## src/rtl/param_regfile.sv

```systemverilog
// param_regfile: WIDTH x DEPTH register file with NUM_READ combinational
// read ports, optional hardwired zero register and optional write bypass.
//
// Ports:
//   clk      in   rising-edge clock
//   reset    in   asynchronous active-low; clears every register
//   wr_en    in   write enable
//   wr_addr  in   [AW-1:0] write index
//   wr_data  in   [WIDTH-1:0] write word
//   rd_addr  in   [NUM_READ*AW-1:0] packed read indices, port p at [p*AW +: AW]
//   rd_data  out  [NUM_READ*WIDTH-1:0] packed read words, port p at [p*WIDTH +: WIDTH]
//
// Build option: define REGFILE_BYPASS_EN to forward wr_data to any read
// port addressing wr_addr in the same cycle.
module param_regfile #(
  parameter int WIDTH    = 64,
  parameter int DEPTH    = 32,
  parameter int NUM_READ = 2,
  parameter int ZERO_IDX = 31,
  localparam int AW = (DEPTH > 1) ? $clog2(DEPTH) : 1
) (
  input  logic                      clk,
  input  logic                      reset,
  input  logic                      wr_en,
  input  logic [AW-1:0]             wr_addr,
  input  logic [WIDTH-1:0]          wr_data,
  input  logic [NUM_READ*AW-1:0]    rd_addr,
  output logic [NUM_READ*WIDTH-1:0] rd_data
);

  // Zero register only exists when its index lands inside the array.
  localparam bit ZERO_EN =
    (ZERO_IDX >= 0) && (ZERO_IDX < DEPTH);

  // Index is backed by real storage: in range and not the zero register.
  function automatic logic idx_ok(input logic [AW-1:0] a);
    idx_ok = (int'(a) < DEPTH) &&
             !(ZERO_EN && (int'(a) == ZERO_IDX));
  endfunction

  logic             wr_ok;
  logic [WIDTH-1:0] regs_q [DEPTH];
  logic [WIDTH-1:0] regs_d [DEPTH];

  assign wr_ok = wr_en && idx_ok(wr_addr);

  always_comb begin
    for (int i = 0; i < DEPTH; i++) begin
      regs_d[i] = regs_q[i];
      if (wr_ok && (int'(wr_addr) == i))
        regs_d[i] = wr_data;
    end
  end

  always_ff @(posedge clk or negedge reset) begin
    if (!reset) begin
      for (int i = 0; i < DEPTH; i++)
        regs_q[i] <= '0;
    end else begin
      for (int i = 0; i < DEPTH; i++)
        regs_q[i] <= regs_d[i];
    end
  end

  for (genvar p = 0; p < NUM_READ; p++) begin : g_rd
    logic [AW-1:0]    ra;
    logic [WIDTH-1:0] rv;

    assign ra = rd_addr[p*AW +: AW];

    // AND-OR select: an out-of-range index matches nothing and reads 0.
    always_comb begin
      rv = '0;
      for (int i = 0; i < DEPTH; i++)
        if (int'(ra) == i)
          rv = regs_q[i];
      if (!idx_ok(ra))
        rv = '0;
`ifdef REGFILE_BYPASS_EN
      if (reset && wr_ok && (ra == wr_addr))
        rv = wr_data;
`endif
    end

    assign rd_data[p*WIDTH +: WIDTH] = rv;
  end

endmodule
```

## config.mk

```make
export PLATFORM = sky130hd
export DESIGN_NAME = param_regfile
export DESIGN_NICKNAME = d
export VERILOG_FILES = /design/src/rtl/param_regfile.sv
export SDC_FILE = /design/constraint.sdc
export NUM_CORES = 2
export LEC_CHECK = 0
export CORE_ASPECT_RATIO = 1.2
export CORE_MARGIN = 8
export CORE_UTILIZATION = 65
export CTS_BUF_LIST = sky130_fd_sc_hd__clkbuf_4 sky130_fd_sc_hd__clkbuf_8
export DETAILED_ROUTE_END_ITERATION = 7
export PLACE_DENSITY = 0.94
export SYNTH_ARGS = -nofsm -noshare
export SYNTH_HDL_FRONTEND = slang
export SYNTH_SLANG_ARGS = --single-unit
export TNS_END_PERCENT = 5
```

## constraint.sdc

```tcl
create_clock -name clk -period 2.71 [get_ports clk]
set_input_delay 0.4065 -clock clk [delete_from_list [all_inputs] [get_ports clk]]
set_output_delay 0.4065 -clock clk [all_outputs]
set_load 0.05 [all_outputs]
```

==> results of run 1 <==
per-layer routing:
metal | GRT overflow | GRT usage, %
met5 | 224 | 90.8
met4 | 2107 | 103
met3 | 1731 | 97.8
met2 | 5999 | 113
met1 | 1796 | 93.2
timing repair:
| item | in CTS |
|---|---|
| pin swaps | 121 |
| setup endpoints to repair | 128 |
| hold endpoints to repair | 1419 |
| buffers inserted | 46 |
| cloned | 2 |
| resized for setup | 437 |
| hold buffers | 2 |
metrics by stage:
stage	instance area [µm²]	cells	utilization (%)
floorplan	101000	8760	-
global placement	119000	11577	77.2
detailed placement	119000	11578	77.3
CTS	128000	12159	83.1
synthesized netlist by cell type (all sizes together) (34+ instances only):
master / count / area share, %
a21oi: 344 / 1.7
a221o: 84 / 0.83
a221oi: 76 / 0.66
a222oi: 122 / 1.2
a22o: 41 / 0.36
a22oi: 1121 / 8.3
and3: 50 / 0.31
buf: 346 / 1.7
clkbuf: 548 / 2.0
dfrtp: 1984 / 49
mux2: 2007 / 22
mux2i: 84 / 0.83
nand2: 513 / 1.9
nand3: 202 / 1.0
nand4: 62 / 0.38
nor2: 280 / 1.1
nor2b: 34 / 0.21
nor3: 146 / 0.73
o21ai: 222 / 1.1
o221ai: 48 / 0.42
o22ai: 50 / 0.31
cells by family after synthesis:
kind of cell / share of synthesized area, %
flip-flops: 49.1
AO/OA/AOI/OAI: 16.8
multiplexers: 23.6
buffers and inverters: 3.85
AND/OR/NAND/NOR: 6.57
XOR/XNOR: 0.00867
==> flow_metrics.tcl, run 1 <==
set metrics [dict create \
    status "aborted with a tool error" \
    stop_stage "global routing" \
    tool.error "[ERROR GRT-0116] Global routing finished with congestion. Check the congestion regions in the DRC Viewer." \
    dp_slack_ns -2.07 \
    grt_max_degree 104 \
    synth-async-reset-ratio_pct 100 \
    ioPinCount 210 \
    grt_pass1_vias 142127 \
    ys.flop_type "dfrtp_1" \
    grt_overflow 11857 \
    synth_cells 8760 \
    die-width_um 376 \
    placement_rows 158 \
    ctsRootBufferMaster "clkbuf_8" \
    syn_area_per_cell_um2 11.5 \
    hpwl_um 387000 \
    synth_edf_count 0 \
    ys.warnings.count 0 \
    port_buffers 209 \
    htree_levels 5 \
    place_congestion 1.29 \
    ys_types 86 \
    synth_area_um2 101000 \
    die_h_um 448 \
    start_util_pct 65.5 \
    yosysSeqAreaShare_pct 49.1 \
    ys_ff_latch 1984 \
    clock-sinks 1984 \
    grt_pass1_wl_um 1220000 \
    cts_made_buffers 315 \
    cts_buffer_depth 4 \
    track_usage_pct 101 \
    synth_nets 8842 \
]
==> run 2, diff against run 1 <==
==> config.mk (replaced) <==
export PLATFORM = sky130hd
export DESIGN_NAME = param_regfile
export DESIGN_NICKNAME = d
export VERILOG_FILES = /design/src/rtl/param_regfile.sv
export SDC_FILE = /design/constraint.sdc
export NUM_CORES = 2
export LEC_CHECK = 0
export CORE_MARGIN = 8
export CORE_UTILIZATION = 40
export DETAILED_ROUTE_END_ITERATION = 7
export PLACE_DENSITY_LB_ADDON = 0.15
export SYNTH_ARGS = -nofsm -noshare
export SYNTH_HDL_FRONTEND = slang
export SYNTH_SLANG_ARGS = --single-unit
export TNS_END_PERCENT = 5
==> flow_metrics.tcl, run 2 <==
set metrics [dict create \
    rrSetupSlack_ns 1.68 \
    timing_max_transition_violations_final 0 \
    grt_overflow 0 \
    cts_buffer_depth 3 \
    finalWorstSetupSlack_ns -0.970 \
    ys_ff_latch 1984 \
    r2r_end "regs_q[894]$_DFFE_PN0P_" \
    layout_commonest_cell "mux2_2" \
    start_util_pct 40.2 \
    hold_slack_ns 0.0540 \
    min_period_ns 3.68 \
    ir_drop_mv 0.688 \
    worst_slew_pin_slew_ns 1.14 \
    drt_first_pass_iters 8 \
    cp_top_family "buffers and inverters" \
    largest_reg_flops 1984 \
    grt_pass1_wl_um 871000 \
    min_path_type "primary input to asynchronous set/reset pin" \
    synth_top_area_share_pct 49.1 \
    rsz0062_at_grt "yes" \
    crit_path_start_kind "primary input" \
    crit_required_ns 2.30 \
    critPathBufInv 8 \
    synth_edf_count 0 \
    cts.clk_slew.worst_paths_ns 0.06 \
    synth_cells 8760 \
    largestRegisters "regs_q (1984)" \
    crit_type "primary input to primary output" \
    port_buffers 209 \
    clock_latency_ns 0.91 \
    place_congestion 1.02 \
    ctsRootBufferMaster "clkbuf_16" \
    core_um2 251000 \
    die_h_um 519 \
    setup_tns_ns -89.63 \
    routed_wl_um 656000 \
    min_period_over_period_pct 136 \
    timing.rr.start "regs_q[894]$_DFFE_PN0P_" \
    viasPerCell 7.22 \
    top_register "regs_q" \
    grt_pass1_vias 94869 \
    num_vias 98748 \
    crit_top_cell "buf_4" \
    syn_area_per_cell_um2 11.5 \
    most-common-layout-cells "2005 x mux2_2, 1979 x dfrtp_1, 1125 x buf_4" \
    leakagePower_nw 60.3 \
    worst-path-max-fanout 10 \
    drc_errors 56 \
    cts_tree "yes" \
    violations "DRC, setup timing" \
    dieArea_um2 269000 \
    final_nets 10146 \
    cp-end-kind "primary output" \
    synth_nets 8842 \
    ys_types 86 \
    placement_rows 184 \
    die-width_um 519 \
    ioPinCount 210 \
    drt_iter0_drc 17656 \
    timing.max_cap.violations 0 \
    synth-async-reset-ratio_pct 100 \
    path_cells "buf_12, buf_6, buf_4, buf_4, nand2_4, buf_4, nor2_4, buf_4, buf_12, a22oi_1, nand3_1, a2111oi_0, nor2_2, buf_12" \
    crit_path_max_incr_delay_ns 0.73 \
    slew_headroom_pct 23.6 \
    setup_viol 128 \
    synth_area_um2 101000 \
    hpwl_um 464000 \
    ys.flop_type "dfrtp_1" \
    pwr_density_cell_nw_per_um2 689 \
    htree_levels 4 \
    yosysMostFrequentCell "mux2_2" \
    status "complete, but fails checks" \
    track_usage_pct 46.9 \
    ff2ff_path_depth 2 \
    drive_above_1_share_pct 45.9 \
    grt_max_degree 106 \
    detail-route-antenna-nets 0 \
    ys.warnings.count 0 \
    antenna_found_initial 61 \
    yosysSeqAreaShare_pct 49.1 \
    synth_common_cells "2005 x mux2_2, 1984 x dfrtp_1, 1121 x a22oi_1" \
    clock-sinks 1984 \
    area_growth_pct 34.2 \
    fillers 21865 \
    synth_area_leaders "dfrtp_1 49%, mux2_2 22%, a22oi_1 8.3%" \
    cp_data_arrival_time_ns 3.27 \
    cts_made_buffers 228 \
    final.setup_skew_ns 0 \
    wire_per_inst_um 48.0 \
    slowest_stage "a2111oi_0" \
    synth_top_area_cell "dfrtp_1" \
    fmax_mhz 272 \
    hold_viol 0 \
]
==> run 2: power breakdown <==
part	switching, mW	internal [mW]	leakage, nW	total, mW
registers	6.12	35.4	25.3	41.6
logic	9.18	9.02	31.0	18.2
clock network	14.1	19.6	3.94	33.7
total	29.4	64.0	60.3	93.4
==> run 2: logic make-up after synthesis <==
family          after synthesis  synth area share (%)
xor+xnor                      1               0.00867
mux                        2110                  23.6
buf+inv                     913                  3.85
simple gates               1407                  6.57
compound gates             2345                  16.8
flops                      1984                  49.1
==> run 2: area by class of cell <==
cell class / count / area, µm² / share of cell area [%]
diodes: 68 / 170 / 0.125
clock buffers: 327 / 6580 / 4.85
clock inverters: 98 / 1450 / 1.07
inverters: 19 / 77.6 / 0.0572
multi-input cells: 5863 / 49900 / 36.8
flip-flops and latches: 1984 / 49700 / 36.6
well taps: 3348 / 4190 / 3.09
repair buffers: 1968 / 23600 / 17.4
==> run 2: worst max-delay path by stage <==
stage,slack (ns),cells after the start,endpoint,start
5_1_grt,-1.04,7,rd_data[116],regs_q[1844]$_DFFE_PN0P_
3_3_place_gp,-1.58,14,rd_data[99],rd_addr[9]
6_report,-0.97,14,rd_data[116],rd_addr[6]
3_5_place_dp,-1.55,14,rd_data[123],rd_addr[9]
4_1_cts,-1.01,7,rd_data[116],regs_q[1844]$_DFFE_PN0P_
2_1_floorplan,-0.29,8,rd_data[54],rd_addr[3]
==> run 2: worst register-to-register path, stage by stage, from the launching register on <==
cell and delay [ns]:
dfrtp_1 0.46, buf_4 0.20, mux2_2 0.26
==> run 2: through the flow <==
step | area, µm² | setup slack [ns] | total power [mW] | std cells | util, %
2_1_floorplan | 101000 | -0.286 | 49.0 | 8760 | -
3_3_place_gp | 124000 | -1.58 | 58.4 | 13106 | 49.5
3_5_place_dp | 124000 | -1.55 | 58.8 | 13106 | 49.5
4_1_cts | 135000 | -1.01 | 92.5 | 13604 | 53.6
5_1_grt | 136000 | -1.04 | 95.7 | 13623 | 53.9
6_report | 136000 | -0.970 | 93.4 | 13675 | 54.0
==> run 2: repair_timing <==
action,CTS,global route
pin swaps,100,63
cloned,5,0
setup endpoints to repair,128,128
resized for setup,365,148
endpoints found under the hold margin,336,0
setup buffers,68,5
hold buffers,1,0
==> run 2: layer usage <==
metal  track usage [%]  vias up  routed length, µm
li1                  -    36347                  -
met2              66.3     8756             269000
met1              59.9    51138             248000
met3              16.0     2477              81800
met4              33.2       30              56900
met5             0.853        -                475
Power figures use the tool's default switching activity.
